File: src/rtl/serial_subtractor_pkg.sv
// Shared types and defaults for the bit-serial subtractor.
package serial_subtractor_pkg;

  // Default operand/result width.
  localparam int DEFAULT_WIDTH = 4;

  // Controller states.
  typedef enum logic [1:0] {
    IDLE = 2'd0,
    RUN  = 2'd1,
    DONE = 2'd2
  } state_t;

endpackage

File: src/rtl/serial_subtractor_if.sv
// Request/result bundle between a controller (master) and the subtractor (slave).
interface serial_subtractor_if
  import serial_subtractor_pkg::*;
#(
  parameter int WIDTH = DEFAULT_WIDTH
);

  logic             start;
  logic [WIDTH-1:0] a;
  logic [WIDTH-1:0] b;
  logic             busy;
  logic             done;
  logic [WIDTH-1:0] diff;
  logic             borrow_out;

  modport master (
    output start, a, b,
    input  busy, done, diff, borrow_out
  );

  modport slave (
    input  start, a, b,
    output busy, done, diff, borrow_out
  );

endinterface

File: src/rtl/serial_subtractor_full_subtractor_unit.sv
// Single-bit full subtractor cell, time-shared across all bit positions.
module full_subtractor_unit (
  input  logic x,
  input  logic y,
  input  logic bin,
  output logic d,
  output logic bout
);

  // Difference bit and borrow-out of x - y - bin.
  always_comb begin
    d    = x ^ y ^ bin;
    bout = (~x & y) | (~(x ^ y) & bin);
  end

endmodule

File: src/rtl/serial_subtractor.sv
// Bit-serial unsigned subtractor: diff = a - b, one bit per clock, LSB first.
//
//   state | meaning
//   IDLE  | waiting for start; operands captured on the accepting edge
//   RUN   | one bit per edge through the shared full-subtractor cell
//   DONE  | one-cycle done pulse, diff/borrow_out freshly loaded
module serial_subtractor
  import serial_subtractor_pkg::*;
#(
  parameter int WIDTH = DEFAULT_WIDTH,
  parameter int CNT_W = $clog2(WIDTH)
) (
  input logic              clk,
  input logic              rst_n,
  serial_subtractor_if.slave bus
);

  state_t           state;
  logic [WIDTH-1:0] a_sr;
  logic [WIDTH-1:0] b_sr;
  logic [WIDTH-1:0] res_sr;
  logic             borrow;
  logic [CNT_W-1:0] cnt;

  logic             cell_d;
  logic             cell_bout;
  logic             last_bit;
  logic [WIDTH-1:0] res_next;

  full_subtractor_unit u_cell (
    .x    (a_sr[0]),
    .y    (b_sr[0]),
    .bin  (borrow),
    .d    (cell_d),
    .bout (cell_bout)
  );

  // Result fills from the MSB side so after WIDTH shifts bit 0 sits at the LSB.
  always_comb begin
    last_bit = (cnt == CNT_W'(WIDTH - 1));
    res_next = {cell_d, res_sr[WIDTH-1:1]};
  end

  // Controller, datapath registers and registered handshake outputs.
  always_ff @(posedge clk or negedge rst_n) begin
    if (!rst_n) begin
      state          <= IDLE;
      a_sr           <= '0;
      b_sr           <= '0;
      res_sr         <= '0;
      borrow         <= 1'b0;
      cnt            <= '0;
      bus.busy       <= 1'b0;
      bus.done       <= 1'b0;
      bus.diff       <= '0;
      bus.borrow_out <= 1'b0;
    end else begin
      case (state)
        IDLE: begin
          bus.done <= 1'b0;
          if (bus.start) begin
            a_sr     <= bus.a;
            b_sr     <= bus.b;
            res_sr   <= '0;
            borrow   <= 1'b0;
            cnt      <= '0;
            bus.busy <= 1'b1;
            state    <= RUN;
          end
        end
        RUN: begin
          a_sr   <= a_sr >> 1;
          b_sr   <= b_sr >> 1;
          res_sr <= res_next;
          borrow <= cell_bout;
          cnt    <= cnt + CNT_W'(1);
          if (last_bit) begin
            // Outputs only move here, so they stay stable for the whole run.
            bus.diff       <= res_next;
            bus.borrow_out <= cell_bout;
            bus.busy       <= 1'b0;
            bus.done       <= 1'b1;
            state          <= DONE;
          end
        end
        DONE: begin
          // start is deliberately not sampled here; a new request waits for IDLE.
          bus.done <= 1'b0;
          state    <= IDLE;
        end
        default: begin
          bus.busy <= 1'b0;
          bus.done <= 1'b0;
          state    <= IDLE;
        end
      endcase
    end
  end

endmodule
File: src/flat_wrapper.sv
// flat-port wrapper written by rule: the top's interface ports become plain ports
module serial_subtractor_flat import serial_subtractor_pkg::*;
#(
  parameter int WIDTH = DEFAULT_WIDTH,
  parameter int CNT_W = $clog2(WIDTH)
)
  (clk, rst_n, bus_start, bus_a, bus_b, bus_busy, bus_done, bus_diff, bus_borrow_out);
  serial_subtractor_if #(.WIDTH(WIDTH)) bus_i ();
  input logic clk;
  input logic rst_n;
  input wire logic [$bits(bus_i.start)-1:0] bus_start;
  input wire logic [$bits(bus_i.a)-1:0] bus_a;
  input wire logic [$bits(bus_i.b)-1:0] bus_b;
  output wire logic [$bits(bus_i.busy)-1:0] bus_busy;
  output wire logic [$bits(bus_i.done)-1:0] bus_done;
  output wire logic [$bits(bus_i.diff)-1:0] bus_diff;
  output wire logic [$bits(bus_i.borrow_out)-1:0] bus_borrow_out;
  assign bus_i.start = bus_start;
  assign bus_i.a = bus_a;
  assign bus_i.b = bus_b;
  assign bus_busy = bus_i.busy;
  assign bus_done = bus_i.done;
  assign bus_diff = bus_i.diff;
  assign bus_borrow_out = bus_i.borrow_out;
  serial_subtractor #(.WIDTH(WIDTH), .CNT_W(CNT_W)) u_core (.clk(clk), .rst_n(rst_n), .bus(bus_i));
endmodule
File: config.mk
export PLATFORM = sky130hd
export DESIGN_NAME = serial_subtractor_flat
export DESIGN_NICKNAME = d
export VERILOG_FILES = /design/src/rtl/serial_subtractor_pkg.sv /design/src/rtl/serial_subtractor_if.sv /design/src/rtl/serial_subtractor_full_subtractor_unit.sv /design/src/rtl/serial_subtractor.sv /design/src/flat_wrapper.sv
export SDC_FILE = /design/constraint.sdc
export NUM_CORES = 1
export LEC_CHECK = 0
export BUFFER_PORTS_ARGS = -buffer_cell sky130_fd_sc_hd__buf_2
export CORE_UTILIZATION = 23
export CTS_CLUSTER_DIAMETER = 50
export DETAILED_ROUTE_END_ITERATION = 8
export PLACE_DENSITY_LB_ADDON = 0.3
export SLEW_MARGIN = 0
export SYNTH_ARGS = -nofsm -noshare
export SYNTH_HDL_FRONTEND = slang
export SYNTH_HIERARCHICAL = 1
export SYNTH_SLANG_ARGS = --single-unit
File: constraint.sdc
create_clock -name clk -period 2.5 [get_ports clk]
set_clock_uncertainty 0.05 [all_clocks]
set_input_delay 0.125 -clock clk [delete_from_list [all_inputs] [get_ports clk]]
set_output_delay 0.125 -clock clk [all_outputs]
set_load 0.01 [all_outputs]
==> results of run 1 <==
-- critical path, cell delays in order (launching register included) --
cell                      delay (ps)
sky130_fd_sc_hd__dfrtp_1         520
sky130_fd_sc_hd__and2b_2         320
sky130_fd_sc_hd__nand2_4         140
sky130_fd_sc_hd__mux2_4          310
-- registers in the layout, summed over array words and instances, names as in the netlist --
register               cells
u_core/bus.done            1
u_core/a_sr                4
u_core/res_sr              3
u_core/b_sr                4
u_core/borrow              1
u_core/state               2
u_core/cnt                 2
u_core/bus.busy            1
u_core/bus.diff            4
u_core/bus.borrow_out      1
-- power by group through the flow --
stage	sequential [uW]	clock [uW]	combinational, uW
finish	667	227	568
global route	699	258	650
floorplan	648	0	446
global placement	672	0	570
detailed placement	678	0	576
CTS	672	245	579
-- cells by family (layout without fill, tap and decap cells) --
family,count (synthesis),in the layout,synth area share
buffers and inverters,9,28,0.03694
adders and majority gates,2,2,0.03202
AOI/OAI and AO/OA,25,25,0.1749
DFF,23,23,0.5665
and+or+nand+nor,22,22,0.1158
muxes,5,5,0.07389
-- metal layers --
| layer | global-route usage | vias to the layer above | wire length [um] |
|---|---|---|---|
| li1 | - | 339 | - |
| met1 | 0.1273 | 317 | 975 |
| met2 | 0.1618 | 17 | 822 |
| met3 | 0.03500 | 0 | 109 |
| met4 | 0.02344 | 0 | 0 |
| met5 | 0 | - | 0 |
-- what timing repair did --
item                                   in CTS  in global routing
endpoints found under the hold margin      23                  0
hold buffers                                1                  0
buffers inserted                            0                  0
gates resized for setup                     0                  0
-- synthesized netlist by cell type, drive strengths merged --
cell,n
dfrtp,23
nor2,8
inv,6
o21ai,6
o22ai,6
a22o,5
mux2,5
nand2,5
nand2b,4
a21oi,3
buf,3
nand3b,2
o221a,2
a2bb2oi,1
and2b,1
fa,1
ha,1
nor2b,1
o21bai,1
o32ai,1
or2,1
-- layout make-up --
cell class	instances	share of cell area
repair buffers	18	0.07900
clock buffers	4	0.03742
well taps	50	0.05198
inverters	6	0.01871
multi-input cells	54	0.3347
flip-flops and latches	23	0.4782
-- metrics by stage --
| stage | hold WS, ps | util | worst slack, ps | instances | total power [uW] |
|---|---|---|---|---|---|
| floorplan | -220.6 | - | 1186 | 86 | 1093 |
| global placement | 72.20 | 0.2791 | 1088 | 150 | 1242 |
| detailed placement | 90.59 | 0.2791 | 1051 | 150 | 1254 |
| CTS | 51.36 | 0.2925 | 1041 | 155 | 1495 |
| global route | 72.28 | 0.2925 | 969.7 | 155 | 1606 |
| finish | 66.58 | 0.2925 | 1053 | 155 | 1463 |
-- cells in the final DEF (no fill, tap or decap), types with 4 or more instances in the layout --
master,instances
sky130_fd_sc_hd__dfrtp_1,23
sky130_fd_sc_hd__buf_2,17
sky130_fd_sc_hd__nor2_1,8
sky130_fd_sc_hd__o21ai_0,6
sky130_fd_sc_hd__inv_1,6
sky130_fd_sc_hd__o22ai_1,6
sky130_fd_sc_hd__mux2_4,5
sky130_fd_sc_hd__a22o_1,5
sky130_fd_sc_hd__nand2b_1,4
sky130_fd_sc_hd__nand2_1,4
-- path summary, 6_finish.rpt --
check                                          end  cells past startpoint
worst max-delay path            u_core/bus.diff[3]                      3
worst min-delay path                u_core/b_sr[3]                      3
worst max register to register  u_core/bus.diff[3]                      3
worst min register to register     u_core/bus.done                      2
max in group asynchronous           u_core/b_sr[1]                      2
min in group asynchronous       u_core/bus.diff[1]                      2
==> out/results.txt, run 1 <==
Area added between synthesis and finish - 18.47%
Gp weighted congestion - 0.6939
Worst IR Drop VDD - 0.0004654 V
Worst Path Required - 2600 ps
Number of antenna cells inserted - 0
Share of total power in combinational logic - 0.388
Pwr Density - 1215 nW/um^2
Number of H-tree branching levels - 1
Vias - 673
Number of distinct library cells after synthesis - 22
Sum of routed wire length over all layers - 1907 um
Total clock buffers created by CTS - 3
Total Neg Setup Slack - 0 ps
Final Cell Area - 1204 um^2
P_sw - 514.0 uW
Hold Fails Final Rpt - 0
Die height - 68.46 um
Filler Cell Count - 428
Fmax achieved - 691.0 MHz
Critical path capture point type - flop
Average wire per standard cell - 12.30 um
Cell type with the largest total area after synthesis - sky130_fd_sc_hd__dfrtp_1
Setup crit start - u_core/state[1]
Synthesized area per cell - 11.81 um^2
Cell-internal power - 949.0 uW
Clk slew on worst S/H paths - 80 ps
Cell Area, Placed - 1149 um^2
Vias in the first global route - 756
Reg-to-Reg Start - u_core/state[1]
Worst-path fanout max - 12
Mapped cell area - 1016 um^2
Final #Nets - 119
Global-route wire length before repair - 3401 um
Drt first pass iters - 4
Buffer levels on the longest clock path - 2
Total core area - 4115 um^2
Warning count from the yosys run - 6
TritonCTS clock tree - built
Die X-Extent - 68.46 um
RSZ-0062 raised after global routing - false
Main area contributors after synthesis - sky130_fd_sc_hd__dfrtp_1 57%, sky130_fd_sc_hd__mux2_4 7.4%, sky130_fd_sc_hd__a22o_1 4.3%, sky130_fd_sc_hd__o22ai_1 3.7%, sky130_fd_sc_hd__o21ai_0 3.0%
Buffer type at the clock tree root - sky130_fd_sc_hd__clkbuf_8
Clock sink count - 23
Cell row count - 23
Worst-skew pair later-pin latency - 260 ps
Net switching fraction of the power - 0.3513
Remaining number of nets flagged by the antenna check after routing - 0
DPL Wire Length - 1354 um
Seq/Total Area, Yosys - 0.5665
Critical path startpoint category - flop
DIE AREA - 4687 um^2
DRC violation count after routing - 0
Kind of path behind the tightest hold check - input port to flop
Power share of the sequential group - 0.456
First-iteration detailed-routing DRC count - 17
Total setup violations reported at the end of the flow - 0
Worst path arrival time - 1550 ps
Sequential cell area - 575.6 um^2
MaxCap Viol Count - 0
Relative slew margins - 0.6565
Antenna violations before repair - 0
Routed via count divided by cell count - 4.342
Worst setup path category - flop to flop
Reg-to-reg setup timing slack - 1050 ps
Initial Util - 0.2469
Result of the run - finished clean
Post-synthesis cell count - 86
Share of the synthesized area in the top cell type - 0.5665
Total congestion overflow - 0
Worst-Margin Slew - 515.3 ps
Max-slew violation count - 0
IO Pins - 18
Part of the power in the clock network - 0.155
Final Cycle Share - 0.5789
Seq cells post-synth - 23
Syn nets - 99
Worst hold start - bus_b[3]
Area of the multi-input gates - 402.9 um^2
Global routing usage summed across all routing layers - 0.1002
Fraction of final layout cells sized beyond drive strength 1 - 0.2952
Buffers on Ports - 17
Minimum clock period after layout - 1447 ps
Largest net degree at the start of global routing - 24
Leakage dissipation - 0.0005896 uW
(Power assumes the default switching activity.)
==> run 2, diff against run 1 <==
- clock period: 2.5 -> 1.45 ns (I/O delays scaled with it)
==> run 2 against run 1 <==
Against the previous run:
- die area unchanged
- combinational power is 90% higher
- setup slack got worse by 970 ps
- clock power grew 74%
- hold slack worse by 43 ps
- fmax rose by 6.2%
- count of clock-buffer cells in the layout stayed put
- critical path depth is the same
- first-iteration DRC count rose by 110%
- via count increased by 7.9%
- register-to-register slack got worse by 970 ps
- power increased by 77%
==> out/results.txt, run 2 (synthesis gave the netlist of run 1 again) <==
Clock sink count - 23 (unchanged)
Number of antenna cells inserted - 0 (unchanged)
Pre-CTS setup slack - 82.69 ps (-968.6 ps)
Length of routed wiring on met1 - 960 um (-1.5%)
Hold-critical path depth - 3 (unchanged)
Worst IR Drop VDD - 0.0005559 V (+19%)
First-iteration detailed-routing DRC count - 35 (+18)
Buffer type at the clock tree root - sky130_fd_sc_hd__clkbuf_8
Gp weighted congestion - 0.7027 (+1.3%)
Worst-Margin Slew - 523.1 ps (+7.836 ps)
Max-slew violation count - 0 (unchanged)
Total Neg Setup Slack - 0 ps (unchanged)
Placed Cells incl. Taps - 153 (+2.0%)
Pwr Density - 2093 nW/um^2 (+72%)
Vias in the first global route - 763 (+0.93%)
Die X-Extent - 68.46 um (unchanged)
Clk slew on worst S/H paths - 80 ps (about the same)
Antenna violations before repair - 0 (unchanged)
Routed via count divided by cell count - 4.566 (+5.2%)
Final Cycle Share - 0.9398 (+0.3609)
Worst setup path category - flop to flop
Total congestion overflow - 0 (unchanged)
Critical path capture point type - flop
DRC violation count after routing - 0 (unchanged)
Worst-path fanout max - 3 (-9)
Leakage dissipation - 0.0006086 uW (+3.2%)
Largest net degree at the start of global routing - 24 (unchanged)
Worst Path Required - 1550 ps (-1050 ps)
Area added between synthesis and finish - 21.68%
Hold Fails Final Rpt - 0 (unchanged)
Filler Cell Count - 436 (+1.9%)
Result of the run - finished clean
Relative slew margins - 0.6512 (-0.005224)
Worst-skew pair later-pin latency - 260 ps (about the same)
Reg-to-Reg Start - u_core/b_sr[0]
Detailed route wirelength on metal3 - 97 um (-11%)
Total clock buffers created by CTS - 3 (unchanged)
Fmax achieved - 733.8 MHz (+6.2%)
Final #Nets - 123 (+3.4%)
TritonCTS clock tree - built
Post-route worst hold slack - 23.72 ps (-42.86 ps)
Cell row count - 23 (unchanged)
Worst path arrival time - 1460 ps (-90 ps)
Drt first pass iters - 2 (-2)
Post-CTS sizing - 0 (unchanged)
Largest registers in the final layout - u_core/a_sr: 4 flops, u_core/b_sr: 4 flops, u_core/bus.diff: 4 flops
Total setup violations reported at the end of the flow - 0 (unchanged)
Die height - 68.46 um (unchanged)
Minimum clock period after layout - 1363 ps (-84.48 ps)
Final Non-Filler Cells - 159 (+2.6%)
RSZ-0062 raised after global routing - false
Cell depth of the worst flop-to-flop path - 3 (unchanged)
Leading cell type in the layout, fill and taps excluded - sky130_fd_sc_hd__dfrtp_1
Buffers on Ports - 17 (unchanged)
DPL Wire Length - 1419 um (+4.8%)
Terminating pin of the worst hold path - u_core/a_sr[3]
Detail Route met2 WL - 881 um (+7.2%)
Reg-to-reg setup timing slack - 90 ps (-970 ps)
Number of H-tree branching levels - 1 (unchanged)
Average wire per standard cell - 12.26 um (-0.32%)
Total core area - 4115 um^2 (unchanged)
Top layer in use - met4
Highest-count cells in the layout ignoring fill and taps - 23 x sky130_fd_sc_hd__dfrtp_1, 17 x sky130_fd_sc_hd__buf_2, 8 x sky130_fd_sc_hd__nor2_1
Remaining number of nets flagged by the antenna check after routing - 0 (unchanged)
Vias - 726 (+7.9%)
DIE AREA - 4687 um^2 (unchanged)
Buffer levels on the longest clock path - 2 (unchanged)
Worst path setup slack after routing - 87.31 ps (-965.5 ps)
MaxCap Viol Count - 0 (unchanged)
Global-route wire length before repair - 3484 um (+2.4%)
Critical path startpoint category - flop
Post-CTS setup buffer count - 0 (unchanged)
Reg2Reg Capture Point - u_core/bus.diff[3]
Fraction of final layout cells sized beyond drive strength 1 - 0.3119 (+0.01669)
Sum of routed wire length over all layers - 1950 um (+2.3%)
IO Pins - 18 (unchanged)
Initial Util - 0.2469 (unchanged)
Global routing usage summed across all routing layers - 0.1011 (+0.0009094)
Kind of path behind the tightest hold check - input port to flop
Worst hold start - bus_a[3]
## run 2: changes by cell type in the layout (fill, tap and decap cells not counted)
cell                            before  now
sky130_fd_sc_hd__buf_4               0    3
sky130_fd_sc_hd__dlygate4sd3_1       1    2
## run 2: worst max path at each step
stage	from	to	depth (start not counted)
2_1_floorplan	u_core/b_sr[0]	u_core/bus.diff[3]	3
3_3_place_gp	u_core/b_sr[0]	u_core/bus.diff[3]	3
3_5_place_dp	u_core/b_sr[0]	u_core/bus.diff[3]	3
4_1_cts	u_core/b_sr[0]	u_core/bus.diff[3]	3
5_1_grt	u_core/b_sr[0]	u_core/bus.diff[3]	3
6_report	u_core/b_sr[0]	u_core/bus.diff[3]	3
## run 2: area by class of cell
type                            instances  area, um^2  area share
Inverter                                6       22.52     0.01822
Multi-Input combinational cell         54       402.9      0.3259
Clock buffer                            4       45.04     0.03644
Timing Repair Buffer                   22       127.6      0.1032
Tap cell                               50       62.56     0.05061
Sequential cell                        23       575.6      0.4656
## run 2: critical path, cell delays in order (launching register included)
cell	delay (ps)
sky130_fd_sc_hd__dfrtp_1	370
sky130_fd_sc_hd__inv_1	70
sky130_fd_sc_hd__fa_1	490
sky130_fd_sc_hd__mux2_4	280
## run 2: stage by stage
step	util	total power [uW]	area, um^2
3_3_place_gp	0.2846	2172	1171
4_1_cts	0.3004	2628	1236
6_report	0.3004	2588	1236
5_1_grt	0.3004	2832	1236
2_1_floorplan	-	1885	1016
3_5_place_dp	0.2846	2219	1171
## run 2: where the power goes
| part | internal [uW] | switching [uW] |
|---|---|---|
| Sequential | 927 | 180 |
| Combinational | 559 | 525 |
| Clock | 196 | 200 |
## run 2: what timing repair did
item                                    4_1_cts  5_1_grt
hold buffers                                  2        0
hold endpoints to repair                     24        0
endpoints found under the setup margin        0        0
## run 2: routing by layer
| layer | up-vias | global-route usage |
|---|---|---|
| met2 | 17 | 0.1740 |
| met5 | - | 0 |
| met1 | 355 | 0.1227 |
| met3 | 2 | 0.03000 |
| li1 | 352 | - |
| met4 | 0 | 0.02344 |
